<file path="src/rtl/precision_restore_pipe_pkg.sv">
// Shared encodings and the precision-select to shift mapping used by both the
// truncation stage and the restore pipeline.
package precision_restore_pipe_pkg;

   localparam int unsigned RESULT_W = 12;
   localparam int unsigned TRUNC_W  = 7;
   localparam int unsigned SEL_W    = 3;
   localparam int unsigned SHIFT_W  = 3;

   typedef enum logic [SEL_W-1:0] {
      PREC_HIGH = 3'd0,
      PREC_MED  = 3'd1,
      PREC_LOW  = 3'd2,
      PREC_VLOW = 3'd3,
      PREC_XLOW = 3'd4,
      PREC_MIN  = 3'd5
   } prec_sel_e;

   function automatic logic sel_is_invalid(input logic [SEL_W-1:0] sel);
      return sel > SEL_W'(PREC_MIN);
   endfunction

   // Undefined selects map to no shift so the word passes through unscaled.
   function automatic logic [SHIFT_W-1:0] sel_to_shift(input logic [SEL_W-1:0] sel);
      if (sel_is_invalid(sel)) begin
         return '0;
      end
      return SHIFT_W'(SEL_W'(PREC_MIN) - sel);
   endfunction

endpackage

</file>
<file path="src/rtl/precision_restore_pipe_shift.sv">
// Combinational re-alignment of a truncated word with optional midpoint fill
// of the vacated LSBs.
module precision_shift_bias
   import precision_restore_pipe_pkg::*;
#(
   parameter bit BIAS_EN = 1'b1
) (
   input  logic [TRUNC_W-1:0]  word_i,
   input  logic [SHIFT_W-1:0]  sh_i,
   output logic [RESULT_W-1:0] result_o
);

   logic [RESULT_W-1:0] ext;
   logic [RESULT_W-1:0] bias;

   always_comb begin
      ext  = {{(RESULT_W-TRUNC_W){1'b0}}, word_i};
      bias = '0;
      if (BIAS_EN && (sh_i != '0)) begin
         bias = RESULT_W'(1) << (sh_i - SHIFT_W'(1));
      end
      result_o = (ext << sh_i) | bias;
   end

endmodule

</file>
<file path="src/rtl/precision_restore_pipe.sv">
// Two-stage valid/ready pipeline restoring truncated words to full result
// scale, with delivered-sample and select-error counters.
module precision_restore_pipe
   import precision_restore_pipe_pkg::*;
#(
   parameter bit          BIAS_EN = 1'b1,
   parameter int unsigned CNT_W   = 16
) (
   input  logic                clk,
   input  logic                rst,
   input  logic                In_valid,
   output logic                In_ready,
   input  logic [TRUNC_W-1:0]  Truncated_result,
   input  logic [SEL_W-1:0]    SEL,
   output logic                Out_valid,
   input  logic                Out_ready,
   output logic [RESULT_W-1:0] Restored_result,
   output logic [SEL_W-1:0]    Out_SEL,
   output logic                Sel_error,
   output logic [CNT_W-1:0]    Sample_count,
   output logic [CNT_W-1:0]    Error_count,
   input  logic                Clear_counts
);

   logic                s1_valid_q, s1_valid_d;
   logic [TRUNC_W-1:0]  s1_word_q,  s1_word_d;
   logic [SEL_W-1:0]    s1_sel_q,   s1_sel_d;
   logic [SHIFT_W-1:0]  s1_sh_q,    s1_sh_d;
   logic                s1_err_q,   s1_err_d;

   logic                s2_valid_q,  s2_valid_d;
   logic [RESULT_W-1:0] s2_result_q, s2_result_d;
   logic [SEL_W-1:0]    s2_sel_q,    s2_sel_d;
   logic                s2_err_q,    s2_err_d;

   logic [CNT_W-1:0]    smp_cnt_q, smp_cnt_d;
   logic [CNT_W-1:0]    err_cnt_q, err_cnt_d;

   logic                s2_can_load;
   logic                in_fire;
   logic                out_fire;
   logic [RESULT_W-1:0] restored;

   precision_shift_bias #(.BIAS_EN(BIAS_EN)) u_shift (
      .word_i   (s1_word_q),
      .sh_i     (s1_sh_q),
      .result_o (restored)
   );

   assign out_fire    = s2_valid_q & Out_ready;
   assign s2_can_load = ~s2_valid_q | Out_ready;
   assign In_ready    = ~s1_valid_q | s2_can_load;
   assign in_fire     = In_valid & In_ready;

   always_comb begin
      s1_valid_d  = s1_valid_q;
      s1_word_d   = s1_word_q;
      s1_sel_d    = s1_sel_q;
      s1_sh_d     = s1_sh_q;
      s1_err_d    = s1_err_q;
      s2_valid_d  = s2_valid_q;
      s2_result_d = s2_result_q;
      s2_sel_d    = s2_sel_q;
      s2_err_d    = s2_err_q;
      smp_cnt_d   = smp_cnt_q;
      err_cnt_d   = err_cnt_q;

      // Stage 2 follows stage 1 whenever it may load; an empty stage 1 empties it.
      if (s2_can_load) begin
         s2_valid_d  = s1_valid_q;
         s2_result_d = restored;
         s2_sel_d    = s1_sel_q;
         s2_err_d    = s1_err_q;
      end

      if (in_fire) begin
         s1_valid_d = 1'b1;
         s1_word_d  = Truncated_result;
         s1_sel_d   = SEL;
         s1_sh_d    = sel_to_shift(SEL);
         s1_err_d   = sel_is_invalid(SEL);
      end else if (s2_can_load) begin
         s1_valid_d = 1'b0;
      end

      if (out_fire) begin
         smp_cnt_d = smp_cnt_q + CNT_W'(1);
         if (s2_err_q) begin
            err_cnt_d = err_cnt_q + CNT_W'(1);
         end
      end
      if (Clear_counts) begin
         smp_cnt_d = '0;
         err_cnt_d = '0;
      end
   end

   always_ff @(posedge clk or posedge rst) begin
      if (rst) begin
         s1_valid_q  <= 1'b0;
         s1_word_q   <= '0;
         s1_sel_q    <= '0;
         s1_sh_q     <= '0;
         s1_err_q    <= 1'b0;
         s2_valid_q  <= 1'b0;
         s2_result_q <= '0;
         s2_sel_q    <= '0;
         s2_err_q    <= 1'b0;
         smp_cnt_q   <= '0;
         err_cnt_q   <= '0;
      end else begin
         s1_valid_q  <= s1_valid_d;
         s1_word_q   <= s1_word_d;
         s1_sel_q    <= s1_sel_d;
         s1_sh_q     <= s1_sh_d;
         s1_err_q    <= s1_err_d;
         s2_valid_q  <= s2_valid_d;
         s2_result_q <= s2_result_d;
         s2_sel_q    <= s2_sel_d;
         s2_err_q    <= s2_err_d;
         smp_cnt_q   <= smp_cnt_d;
         err_cnt_q   <= err_cnt_d;
      end
   end

   assign Out_valid       = s2_valid_q;
   assign Restored_result = s2_result_q;
   assign Out_SEL         = s2_sel_q;
   assign Sel_error       = s2_err_q;
   assign Sample_count    = smp_cnt_q;
   assign Error_count     = err_cnt_q;

endmodule

</file>
<file path="config.mk">
export PLATFORM = sky130hd
export DESIGN_NAME = precision_restore_pipe
export DESIGN_NICKNAME = d
export VERILOG_FILES = /design/src/rtl/precision_restore_pipe_pkg.sv /design/src/rtl/precision_restore_pipe_shift.sv /design/src/rtl/precision_restore_pipe.sv
export SDC_FILE = /design/constraint.sdc
export NUM_CORES = 1
export LEC_CHECK = 0
export CAP_MARGIN = 20
export CORE_MARGIN = 2
export CORE_UTILIZATION = 45
export CTS_BUF_LIST = sky130_fd_sc_hd__clkbuf_4
export CTS_CLUSTER_DIAMETER = 50
export DETAILED_ROUTE_END_ITERATION = 10
export GPL_TIMING_DRIVEN = 1
export PLACE_DENSITY = 0.73
export SETUP_SLACK_MARGIN = 0.05
export SYNTH_ARGS = -nofsm -noshare
export SYNTH_HDL_FRONTEND = slang
export SYNTH_SLANG_ARGS = --single-unit
</file>
<file path="constraint.sdc">
create_clock -name clk -period 3 [get_ports clk]
set_input_delay 0.9 -clock clk [delete_from_list [all_inputs] [get_ports clk]]
set_output_delay 0.9 -clock clk [all_outputs]
set_load 0.01 [all_outputs]
</file>
==> flow_summary.json <==
{
  "whs_endpoint": "Out_SEL[0]",
  "path_delay_family": "buffers and inverters",
  "final-hold-violation-count": 0,
  "design_area_mm2": 0.00396,
  "cp_slowest_cell": "clkdlybuf4s50_1",
  "dieArea_mm2": 0.00760,
  "period_share_pct": 92.4,
  "yosysSeqAreaShare_pct": 51.5,
  "relSlewSlack_pct": 62.9,
  "grt-ovfl-total": 0,
  "insertion_delay_ns": 0.39,
  "drt_pass1_iterations": 4,
  "crit_path_cell_trace": "clkdlybuf4s50_1 -> nor2b_2 -> nand2_1 -> dlygate4sd2_1",
  "tightest_slew_ns": 0.556,
  "htree_levels": 3,
  "fp.dieW_um": 87.2,
  "cp-end-kind": "primary output",
  "cts_root_buf": "clkbuf_4",
  "antenna_cells": 0,
  "dpl-instance-area_mm2": 0.00384,
  "design.core.area_mm2": 0.00676,
  "ant_nets": 0,
  "holdBufCountCts": 0,
  "start_util_pct": 46.1,
  "synth-async-reset-ratio_pct": 100,
  "drc": 0,
  "yosysWarnings": 0,
  "hold_depth": 2,
  "rr_worst_depth": 5,
  "ir_worst_vdd_mv": 0.276,
  "fin_crit_ns": 2.77,
  "fin_total_pwr_mw": 1.88,
  "grt_pass1_vias": 2337,
  "cts_buffer_depth": 2,
  "pre_cts_slack_ns": -0.00302,
  "required_ns": 2.10,
  "synthCells": 307,
  "fillCellCount": 587,
  "syn-cell-area_mm2": 0.00311,
  "critPathMaxStageDelay_ns": 0.44,
  "hp-class": "reg2reg",
  "vias_per_cell": 5.39,
  "top_level_ports": 65,
  "cts_num_sinks": 64,
  "die_h_um": 87.2,
  "drive_gt1_share_pct": 12.2,
  "setup_viol": 0,
  "drv_cap": 0,
  "r2r_slack_ns": 1.03,
  "avgSynthCellArea_um2": 10.1,
  "utilization_pct": 58.6,
  "r2r_start": "Error_count[0]",
  "startpoint_type": "input port",
  "cts_tree": "done",
  "instances_no_fill": 458,
  "drtIter0Drc": 131,
  "cts_resized": 2,
  "power.density_mw_per_mm2": 476,
  "grt_start_max_net_pins": 34,
  "antenna_found_initial": 0,
  "grtUsageTotal_pct": 18.2,
  "gp_congestion": 0.802,
  "synth-edff-count": 0,
  "rsz0062_at_grt": "false",
  "synth_nets": 324,
  "wl_per_cell_um": 13.8,
  "setup_ws_ns": 0.227,
  "dp_cells": 442,
  "crit_buf_inv": 2,
  "crit_arrival_ns": 1.87,
  "wl_um": 6330,
  "rows": 30,
  "areaGrowthSynthToFinish_pct": 27.1,
  "hold_start": "s1_sel_q[0]",
  "grt_pass1_wl_um": 10800,
  "tns_ns": 0,
  "synth-main-ff-cell": "dfrtp_1",
  "hpwl_um": 4520,
  "cts_buffers": 9,
  "reg2reg_to": "Error_count[14]",
  "vias": 2469,
  "crit_type": "in2out",
  "outcome": "complete, no violations",
  "path_clk_slew_ns": 0.10,
  "critPathMaxFanout": 2,
  "max_freq_ghz": 0.361,
  "ys_ff_latch": 64,
  "port_buffers": 64,
  "ys_types": 40,
  "final_nets": 390,
  "fin_skew_ns": 0.00803,
  "whs_ns": 0.478,
  "slew_viol_final": 0,
  "leakagePower_nw": 1.64,
  "post-cts-setup-buffer-count": 0
}
-- synth_stat cells (2+ instances only) --
cell	number	share of area (%)
nor3_1	2	0.32
nand4_1	12	2.4
clkbuf_1	5	0.60
a21o_1	2	0.48
mux2_2	13	4.7
a22o_1	3	0.84
xor2_1	14	3.9
or3_1	3	0.60
nor2_1	34	4.1
o31ai_1	4	0.97
or4_1	3	0.72
nor4_1	4	0.80
nand3b_1	2	0.48
inv_1	6	0.72
nand3_1	16	2.6
buf_1	4	0.48
dfrtp_1	64	51
buf_4	3	0.72
mux2i_1	9	2.9
buf_2	5	0.80
and4_1	6	1.7
nor2b_1	2	0.40
mux4_2	2	1.4
nand2_1	38	4.6
a21oi_1	18	2.9
ha_1	2	0.80
o21ai_0	9	1.4
xnor2_1	7	2.0
nand2b_1	4	0.80
-- tightest hold or removal path: cells and delay by family (launching register included) --
kind             cells  cell delay [ns]
flip-flops           1             0.35
AND/OR/NAND/NOR      2             0.10
-- power by group --
group / switching [mW] / internal [mW] / total (mW)
clock: 0.303 / 0.194 / 0.497
combinational: 0.159 / 0.205 / 0.364
sequential: 0.0832 / 0.939 / 1.02
total: 0.545 / 1.34 / 1.88
-- cell type report --
type	instances	area, um^2	share of cell area (%)
flip-flops and latches	64	1600	40.5
multi-input cells	220	1410	35.6
repair buffers	72	712	18.0
well taps	80	100	2.53
clock buffers	12	90.1	2.28
inverters	6	22.5	0.569
clock inverters	4	21.3	0.538
-- layer usage --
metal | GRT usage [%] | wire length, um | part of all wire (%)
met1 | 24.0 | 2910 | 46
met3 | 3.51 | 234 | 3.7
met4 | 6.71 | 83 | 1.3
met2 | 29.8 | 3110 | 49
met5 | 0 | 0 | 0
-- worst max path at each step --
stage	slack (ns)	from	cells after the start	end
3_5_place_dp	-0.003	Out_ready	4	In_ready
5_1_grt	0.19	Out_ready	4	In_ready
4_1_cts	0.22	Out_ready	4	In_ready
6_report	0.23	Out_ready	4	In_ready
3_3_place_gp	-0.02	Out_ready	4	In_ready
2_1_floorplan	0.50	rst	1	Error_count[0]
-- cells in the final DEF, fill, tap and decap left out, drive strengths merged, types with 3 or more instances in the layout --
cell | netlist | layout
dfrtp | 64 | 64
mux2i | 9 | 9
mux2 | 13 | 13
o31ai | 4 | 4
nand2b | 4 | 4
a22o | 3 | 3
a21oi | 18 | 18
buf | 12 | 8
clkinv | 0 | 3
nand2 | 38 | 38
clkbuf | 5 | 12
nor2 | 34 | 34
and4 | 7 | 7
clkdlybuf4s50 | 0 | 63
nor4 | 4 | 4
o21ai | 10 | 10
inv | 6 | 6
nand3 | 17 | 17
nand4 | 12 | 12
xor2 | 14 | 14
or3 | 5 | 5
or4 | 3 | 3
xnor2 | 7 | 7
-- sequential cells by signal, summed over array words and instances, names as in the netlist --
register / count
Error_count: 16
Out_SEL: 3
Out_valid: 1
Restored_result: 12
Sample_count: 16
Sel_error: 1
s1_err_q: 1
s1_sel_q: 3
s1_sh_q: 3
s1_valid_q: 1
s1_word_q: 7
-- cells by family after synthesis --
| logic type | count (synthesis) | synth area share [%] |
|---|---|---|
| AO/OA/AOI/OAI | 40 | 8.04 |
| XOR/XNOR | 21 | 5.91 |
| adder cells (fa/ha/maj) | 2 | 0.804 |
| buffers and inverters | 23 | 3.34 |
| flip-flops | 64 | 51.5 |
| multiplexers | 24 | 9.05 |
| AND/OR/NAND/NOR | 133 | 21.4 |
Power figures use the tool's default switching activity.
